<file path="src/rtl/bldc_motor_pwm.sv">
// Six-step BLDC commutation with a chopped high-side PWM and post-commutation dead time.
// Hall inputs are synchronised; all gate outputs are registered and never drive 2'b11.
module bldc_motor_pwm #(
    parameter int PWM_W       = 4,
    parameter int DEAD_CYCLES = 2
) (
    input  logic             CLK,
    input  logic             RST,
    input  logic [PWM_W-1:0] Input,
    input  logic [2:0]       H,
    output logic [1:0]       A,
    output logic [1:0]       B,
    output logic [1:0]       C
);

    localparam int DW = (DEAD_CYCLES > 0) ? $clog2(DEAD_CYCLES + 1) : 1;

    logic [2:0]       h_meta;
    logic [2:0]       h_s;
    logic [2:0]       h_prev;
    logic [PWM_W-1:0] cnt;
    logic [PWM_W-1:0] duty_q;
    logic [DW-1:0]    dead_q;
    logic [DW-1:0]    dead_d;
    logic             hall_change;
    logic             pwm;
    logic [2:0]       hi_sel;
    logic [2:0]       lo_sel;
    logic [1:0]       a_d;
    logic [1:0]       b_d;
    logic [1:0]       c_d;

    assign hall_change = (h_s != h_prev);
    assign pwm         = (cnt < duty_q);

    // Blanking uses the next counter value so a change blanks from its first output cycle.
    always_comb begin
        dead_d = '0;
        if (hall_change) begin
            dead_d = DW'(DEAD_CYCLES);
        end else if (dead_q != '0) begin
            dead_d = dead_q - DW'(1);
        end
    end

    // hi_sel / lo_sel are one-hot over {A,B,C}; invalid codes select nothing.
    always_comb begin
        hi_sel = 3'b000;
        lo_sel = 3'b000;
        case (h_s)
            3'b101: begin hi_sel = 3'b100; lo_sel = 3'b010; end
            3'b100: begin hi_sel = 3'b100; lo_sel = 3'b001; end
            3'b110: begin hi_sel = 3'b010; lo_sel = 3'b001; end
            3'b010: begin hi_sel = 3'b010; lo_sel = 3'b100; end
            3'b011: begin hi_sel = 3'b001; lo_sel = 3'b100; end
            3'b001: begin hi_sel = 3'b001; lo_sel = 3'b010; end
            default: begin hi_sel = 3'b000; lo_sel = 3'b000; end
        endcase
        if (dead_d != '0) begin
            hi_sel = 3'b000;
            lo_sel = 3'b000;
        end
        a_d = {hi_sel[2] & pwm, lo_sel[2]};
        b_d = {hi_sel[1] & pwm, lo_sel[1]};
        c_d = {hi_sel[0] & pwm, lo_sel[0]};
    end

    always_ff @(posedge CLK or posedge RST) begin
        if (RST) begin
            h_meta <= 3'b000;
            h_s    <= 3'b000;
            h_prev <= 3'b000;
            cnt    <= '0;
            duty_q <= '0;
            dead_q <= '0;
            A      <= 2'b00;
            B      <= 2'b00;
            C      <= 2'b00;
        end else begin
            h_meta <= H;
            h_s    <= h_meta;
            h_prev <= h_s;
            cnt    <= cnt + PWM_W'(1);
            // New duty only takes effect at a period boundary.
            if (cnt == '1) begin
                duty_q <= Input;
            end
            dead_q <= dead_d;
            A      <= a_d;
            B      <= b_d;
            C      <= c_d;
        end
    end

endmodule

</file>
<file path="config.mk">
export PLATFORM = sky130hd
export DESIGN_NAME = bldc_motor_pwm
export DESIGN_NICKNAME = d
export VERILOG_FILES = /design/src/rtl/bldc_motor_pwm.sv
export SDC_FILE = /design/constraint.sdc
export NUM_CORES = 1
export LEC_CHECK = 0
export BUFFER_PORTS_ARGS = -buffer_cell sky130_fd_sc_hd__buf_2
export CAP_MARGIN = 30
export CORE_MARGIN = 10
export CORE_UTILIZATION = 30
export DETAILED_ROUTE_END_ITERATION = 6
export PLACE_DENSITY = 0.56
export SLEW_MARGIN = 40
export SYNTH_ARGS = -nofsm -noshare
export SYNTH_HDL_FRONTEND = slang
export SYNTH_SLANG_ARGS = --single-unit
</file>
<file path="constraint.sdc">
create_clock -name CLK -period 1.4 [get_ports CLK]
set_input_delay 0.07 -clock CLK [delete_from_list [all_inputs] [get_ports CLK]]
set_output_delay 0.07 -clock CLK [all_outputs]
set_load 0.02 [all_outputs]
</file>
**Yosys cells after proc, flatten, opt, wreduce, memory -nomap -nowiden**

Index checks and enable logic that the tools add are counted.
W data, S select, Z words.

- Register bits after elaboration: 25
- Bits of input ports: 9

- Add/subtract/negate cells: 2
- Order comparisons: 1
- Eq/ne operators: 8
- Muxes and demuxes: 6
- Bitwise operators: 3
- Reduce and logical (&&, ||, !) cells: 8

Operators with widths:

| operator | count |
|---|---|
| $pmux W3 S3 | 2 |
| $reduce_or A2 Y1 | 6 |
| $eq A3 B3 Y1 const B | 3 |
| $eq A3 B2 Y1 const B | 2 |
| $mux W3 | 2 |
| $add A4 B1 Y4 const B | 1 |
| $eq A4 B4 Y1 const B | 1 |
| $lt A4 B4 Y1 | 1 |
| $mux W2 | 2 |
| $reduce_bool A2 Y1 | 2 |
| $and A1 B1 Y1 | 3 |
| $eq A3 B1 Y1 const B | 1 |
| $ne A3 B3 Y1 | 1 |
| $sub A2 B1 Y2 const B | 1 |

**Longest topological paths before layout**

Gate-level depths: netlist of run 1.

- Depth in word-level cells: 6
- Gate-level depth with buffers: 4
- Mapped depth without buffers: 4

**Least setup slack after synthesis of run 1**

No wires, ideal clock.

- Kind: register -> register
- From: register cnt[3]
- To: register A[1]
- Arrival: 1.233 ns
- Setup slack: 0.073 ns
- Stages on the path, launching flop included: 4
- Path buffers: 0
- Period minus slack after synthesis: 1.327 ns
- Cells stage by stage: dfrtp_1 -> ha_1 -> or4b_1 -> a211oi_1

- Longest elaborated chain between the ends: 2

RTL lines:

| what | line | RTL |
|---|---|---|
| from (decl) | 21 | `logic [PWM_W-1:0] cnt;` |
| from (signal assigned) | 83 | `cnt <= cnt + PWM_W'(1);` |
| $lt A4 B4 Y1 | 34 | `assign pwm = (cnt < duty_q);` |
| $and A1 B1 Y1 | 63 | `a_d = {hi_sel[2] & pwm, lo_sel[2]};` |
| via a_d[1] | 29 | `logic [1:0] a_d;` |
| to (signal assigned) | 76 | `A <= 2'b00;` |
| to (signal assigned) | 89 | `A <= a_d;` |
| to (decl) | 11 | `output logic [1:0] A,` |

The timed path passes the listed nets, and every way through them passes these cells.
A chain may end at the register's enable or synchronous reset.

**Final worst setup path of run 1**

- From: register cnt[3]
- To: register C[1]

- Longest elaborated chain between the ends: 2

RTL lines:

| what | line | RTL |
|---|---|---|
| $lt A4 B4 Y1 | 34 |  |
| $and A1 B1 Y1 | 65 | `c_d = {hi_sel[0] & pwm, lo_sel[0]};` |
| via c_d[1] | 31 | `logic [1:0] c_d;` |
| to (signal assigned) | 78 | `C <= 2'b00;` |
| to (signal assigned) | 91 | `C <= c_d;` |
| to (decl) | 13 | `output logic [1:0] C` |

The timed path passes the listed nets, and every way through them passes these cells.

==> results of run 1 <==
[cell type report]
type | count | share of cell area [%]
Clock buffer | 3 | 1.89
Clock inverter | 1 | 0.419
Inverter | 5 | 1.57
Multi-Input combinational cell | 30 | 26.5
Sequential cell | 25 | 52.5
Tap cell | 31 | 3.25
Timing Repair Buffer | 24 | 13.8
[synthesized netlist by cell type]
cell type / number
a211o_1: 1
xnor2_1: 4
mux2_2: 4
or4b_1: 3
nor4b_1: 3
nor3b_1: 1
inv_1: 5
nand3_1: 3
xor2_1: 1
o21a_1: 1
a21o_2: 1
dfrtp_1: 25
a211oi_1: 3
nand2b_1: 1
ha_1: 4
[power by group through the flow]
stage          clock network, mW  registers (mW)  logic (mW)
2_1_floorplan                  0           0.775      0.0425
3_3_place_gp                   0           0.778      0.0638
3_5_place_dp                   0           0.779      0.0656
4_1_cts                    0.328           0.765      0.0866
5_1_grt                    0.353           0.773       0.101
6_report                   0.316           0.767      0.0900
[metal layers]
layer / vias to the layer above / global-route usage, %
met1: 249 / 6.61
met3: 2 / 3.29
li1: 267 / -
met2: 14 / 10.6
met4: 0 / 0.619
met5: - / 0
[sequential cells by signal, indices dropped and copies added, names as in the netlist]
| signal | flops |
|---|---|
| h_s | 3 |
| B | 2 |
| duty_q | 4 |
| C | 2 |
| h_meta | 3 |
| h_prev | 3 |
| cnt | 4 |
| dead_q | 2 |
| A | 2 |
[critical path: stages, from the launching register on]
cell	delay, ps
dfrtp_1	410
ha_2	200
or4b_1	480
a211oi_2	200
[per-stage QoR]
stage / TNS [ps] / instances / worst slack [ps] / util [%]
5_1_grt: -0.843 / 119 / -0.843 / 42.2
3_5_place_dp: 0 / 107 / 11.1 / 36.8
3_3_place_gp: 0 / 107 / 79.7 / 36.8
4_1_cts: 0 / 119 / 2.42 / 41.1
6_report: 0 / 119 / 44.6 / 42.2
2_1_floorplan: 0 / 60 / 72.5 / -
[logic make-up (layout without fill, tap and decap cells)]
family	count (synthesis)	in the layout
buffers and inverters	5	33
AO/OA/AOI/OAI	6	6
AND/OR/NAND/NOR	11	11
XOR/XNOR	5	5
flip-flops	25	25
multiplexers	4	4
adder cells (fa/ha/maj)	4	4
[timing repair]
item	CTS	global route
resized for setup	3	7
endpoints found under the setup margin	3	8
hold buffers	8	0
pin swaps	0	3
hold endpoints to repair	32	0
[worst paths after layout]
kind	slack, ps	depth (start not counted)	startpoint	end
max in group asynchronous	810	4	RST	h_s[0]$_DFF_PP0_
setup reg to reg	40	3	cnt[3]$_DFF_PP0_	C[1]$_DFF_PP0_
hold reg to reg	360	0	h_meta[1]$_DFF_PP0_	h_s[1]$_DFF_PP0_
hold / removal	330	4	RST	h_s[1]$_DFF_PP0_
setup / recovery	40	3	cnt[3]$_DFF_PP0_	C[1]$_DFF_PP0_
min in group CLK	360	0	h_meta[1]$_DFF_PP0_	h_s[1]$_DFF_PP0_
==> flow_metrics.env, run 1 <==
export IMPL_synth_compound_area_share_pct=5.19
export IMPL_drt_vias_per_instance=4.47
export IMPL_crit_type="reg2reg"
export IMPL_ys_warn_count=0
export IMPL_syn_avg_cell_area_um2=15.3
export IMPL_grt_first_pass_wirelength_um=2660
export IMPL_status="completed"
export IMPL_grt_max_degree=26
export IMPL_synth_top_area_share_pct=68.3
export IMPL_antenna_left=0
export IMPL_cts_num_sinks=25
export IMPL_synth_mux_area_share_pct=4.92
export IMPL_report_power_total_mw=1.17
export IMPL_synthesis_area_um2=916
export IMPL_h_tree_depth=1
export IMPL_hold_ws_ps=335
export IMPL_drt_total_wl_um=1550
export IMPL_critical_path_max_fanout=3
export IMPL_num_vias=532
export IMPL_syn_num_nets=73
export IMPL_peakVddDrop_mv=0.826
export IMPL_pwr_share_seq_pct=65.4
export IMPL_hold_class="in2async"
export IMPL_dr_wl_met3_um=117
export IMPL_antenna_found_initial=0
export IMPL_switchingPower_mw=0.271
export IMPL_cp_arrival_ps=1600
export IMPL_start_kind="flip-flop"
export IMPL_fin_area_um2=1190
export IMPL_root_buffer="clkbuf_4"
export IMPL_setup_viol=0
export IMPL_num_antenna_cells=0
export IMPL_place_area_um2=1040
export IMPL_first_global_vias=587
export IMPL_cts_buffers=3
export IMPL_synthSimpleGateAreaFrac_pct=9.29
export IMPL_port_buffers=14
export IMPL_nNetsFinal=102
export IMPL_filler_cell_count=273
export IMPL_postSynthCellCount=60
export IMPL_power_share_combinational_pct=7.7
export IMPL_wl_met2_um=738
export IMPL_leakagePower_nw=0.566
export IMPL_power_internal_mw=0.902
export IMPL_pwr_share_clk_pct=26.9
export IMPL_io_pins=15
export IMPL_hold_viol=0
export IMPL_max_freq_ghz=0.738
export IMPL_drtPass1Iterations=4
export IMPL_cp_required_ps=1640
export IMPL_fin_skew_ps=4.74
export IMPL_drt_iter0_drc=16
export IMPL_final_min_clock_period_ps=1360
export IMPL_post_dp_hpwl_um=1060
export IMPL_powerDensity_nw_per_um2=983
export IMPL_slew_headroom_pct=79.8
export IMPL_top_layer="met4"
export IMPL_clk_pin_slew_ps=130
export IMPL_worstSkewPairLatency_ps=310
export IMPL_wl_per_cell_um=13.0
export IMPL_synth_fa_ha_area_share_pct=5.46
export IMPL_cap_violations=0
export IMPL_initial_core_util_pct=32.4
export IMPL_synth_top_family_by_area="simple AND/OR/NAND/NOR gates"
export IMPL_p_sw_share_pct=23.1
export IMPL_drcViolationCount=0
export IMPL_synth_largest_area_cell="dfrtp_1"
export IMPL_grt_overflow=0
export IMPL_final_cell_mix="dfrtp_1, buf_2, dlygate4sd3_1"
export IMPL_cp_end_kind="flip-flop"
export IMPL_clockBufferDepth=2
export IMPL_synth_xor_xnor_area_share_pct=4.78
export IMPL_fp_dieArea_um2=5660
export IMPL_synthTopCellsByArea="dfrtp_1, ha_1, mux2_2"
export IMPL_rows=19
export IMPL_dieWidth_um=75.3
export IMPL_cts_setup_buffers=0
export IMPL_regArea_um2=627
export IMPL_tightest_slew_ps=302
export IMPL_wl_met1_um=680
export IMPL_track_usage_pct=6.07
export IMPL_multi_input_area_um2=317
export IMPL_cts_tree="built"
export IMPL_gp_congestion=0.677
export IMPL_ys_types=15
export IMPL_coreArea_um2=2830
export IMPL_ys_seq_elements=25
export IMPL_layout_drive_gt1_share_pct=39.8
export IMPL_die_h_um=75.3
export IMPL_area_growth_pct=30.3
export IMPL_seq_area_frac_synth_pct=68.3
export IMPL_drv_slew=0
export IMPL_final_common_cell="dfrtp_1"
export IMPL_finalCritPeriodShare_pct=96.8
Power figures use the tool's default switching activity.
==> run 2: changes to the inputs <==
--- a/config.mk
+++ b/config.mk
@@ -11,6 +11,8 @@
 export CORE_UTILIZATION = 30
 export DETAILED_ROUTE_END_ITERATION = 6
 export PLACE_DENSITY = 0.56
+export SETUP_SLACK_MARGIN = 0.3
+export SKIP_LAST_GASP = 1
 export SLEW_MARGIN = 40
 export SYNTH_ARGS = -nofsm -noshare
 export SYNTH_HDL_FRONTEND = slang
==> flow_metrics.env, run 2 (synthesis results as in run 1) <==
export IMPL_rsz0062_at_grt="yes"
export IMPL_h_tree_depth=1
export IMPL_area_growth_pct=48.6
export IMPL_critical_path_max_fanout=3
export IMPL_power_share_combinational_pct=10.6
export IMPL_finalSetupTns_ps=0
export IMPL_tightest_slew_ps=313
export IMPL_cap_violations=0
export IMPL_num_vias=588
export IMPL_hold_viol=0
export IMPL_io_pins=15
export IMPL_powerDensity_nw_per_um2=887
export IMPL_nNetsFinal=113
export IMPL_fin_area_um2=1360
export IMPL_clockBufferDepth=2
export IMPL_finalCritPeriodShare_pct=95.5
export IMPL_peakVddDrop_mv=0.533
export IMPL_antenna_left=0
export IMPL_final_cell_mix="dfrtp_1, buf_2, buf_4"
export IMPL_worst_slack_ps=63.4
export IMPL_coreArea_um2=2830
export IMPL_cts_tree="built"
export IMPL_final_min_clock_period_ps=1340
export IMPL_p_sw_share_pct=22.5
export IMPL_num_antenna_cells=0
export IMPL_max_freq_ghz=0.748
export IMPL_pwr_share_seq_pct=63.7
export IMPL_leakagePower_nw=0.662
export IMPL_utilization_pct=48.1
export IMPL_power_internal_mw=0.935
export IMPL_dp_cells=106
export IMPL_first_global_vias=655
export IMPL_dieWidth_um=75.3
export IMPL_setup_viol=0
export IMPL_final_common_cell="dfrtp_1"
export IMPL_report_power_total_mw=1.21
export IMPL_largestRegisters="cnt (4), duty_q (4)"
export IMPL_crit_type="reg2reg"
export IMPL_drv_slew=0
export IMPL_layout_drive_gt1_share_pct=50.5
export IMPL_die_h_um=75.3
export IMPL_wl_per_cell_um=14.0
export IMPL_drt_iter0_drc=18
export IMPL_cts_buffers=3
export IMPL_cp_required_ps=1630
export IMPL_cp_end_kind="flip-flop"
export IMPL_cp_arrival_ps=1570
export IMPL_grt_first_pass_wirelength_um=2930
export IMPL_root_buffer="clkbuf_4"
export IMPL_cts_num_sinks=25
export IMPL_place_area_um2=1030
export IMPL_layout_cells_non_filler=130
export IMPL_switchingPower_mw=0.272
export IMPL_drt_total_wl_um=1830
export IMPL_worstSkewPairLatency_ps=310
export IMPL_initial_core_util_pct=32.4
export IMPL_filler_cell_count=249
export IMPL_port_buffers=14
export IMPL_reg2reg_depth=3
export IMPL_hold_ws_ps=326
export IMPL_fin_skew_ps=5.28
export IMPL_drcViolationCount=0
export IMPL_clk_pin_slew_ps=120
export IMPL_fp_dieArea_um2=5660
export IMPL_track_usage_pct=6.91
export IMPL_antenna_found_initial=0
export IMPL_slew_headroom_pct=79.2
export IMPL_drtPass1Iterations=2
export IMPL_status="completed"
export IMPL_grt_max_degree=26
export IMPL_dp_slack_ps=60.7
export IMPL_pwr_share_clk_pct=25.6
export IMPL_drt_vias_per_instance=4.52
export IMPL_start_kind="flip-flop"
export IMPL_gp_congestion=0.699
export IMPL_hold_class="in2async"
export IMPL_rows=19
export IMPL_grt_overflow=0
run 2: changes by cell type in the layout (fill, tap and decap cells not counted), moves of 2 or more:
cell,change
buf_4,+7
xnor2_2,+3
dfrtp_1,-2
nand3_4,+2
buf_6,+3
mux2_2,-4
dfrtp_2,+2
xnor2_1,-3
mux2_4,+4
run 2: timing repair:
item,CTS,global route
buffers inserted,8,4
resized for setup,17,7
endpoints found under the hold margin,32,0
hold buffers,8,0
cloned,0,0
setup endpoints to repair,12,13
pin swaps,5,0
run 2: worst max-delay path, cell delays in order, from the launching register on:
cell and delay [ps]:
dfrtp_1 430, ha_1 300, a211o_1 320, a211oi_1 210
run 2: metal layers:
metal | vias up | part of all wire (%) | global-route usage [%] | routed length, µm
li1 | 290 | - | - | -
met1 | 279 | 42 | 7.39 | 762
met2 | 15 | 50 | 11.4 | 904
met3 | 4 | 7.7 | 3.68 | 141
met4 | 0 | 0.93 | 2.47 | 17
met5 | - | 0 | 0 | 0
run 2: power by group through the flow:
stage               Clock [mW]  Sequential (mW)  Combinational [mW]
floorplan                    0            0.775              0.0425
global placement             0            0.778              0.0634
detailed placement           0            0.780              0.0665
CTS                      0.325            0.769               0.110
global route             0.364            0.774               0.140
finish                   0.309            0.769               0.128
run 2: cell type report:
| cell class | count | area, µm² | share of cell area (%) |
|---|---|---|---|
| Clock buffer | 4 | 26.3 | 1.93 |
| Tap cell | 31 | 38.8 | 2.85 |
| Inverter | 5 | 18.8 | 1.38 |
| Multi-Input combinational cell | 30 | 377 | 27.7 |
| Sequential cell | 25 | 629 | 46.2 |
| Timing Repair Buffer | 35 | 272 | 19.9 |
run 2: path summary, 6_finish.rpt:
path,from,to,slack (ps)
worst min-delay path,RST,h_meta[2]$_DFF_PP0_,330
min in group CLK,h_meta[0]$_DFF_PP0_,h_s[0]$_DFF_PP0_,380
worst max register to register,cnt[1]$_DFF_PP0_,A[1]$_DFF_PP0_,60
worst min register to register,h_meta[0]$_DFF_PP0_,h_s[0]$_DFF_PP0_,380
worst max-delay path,cnt[1]$_DFF_PP0_,A[1]$_DFF_PP0_,60
max in group asynchronous,RST,cnt[2]$_DFF_PP0_,820
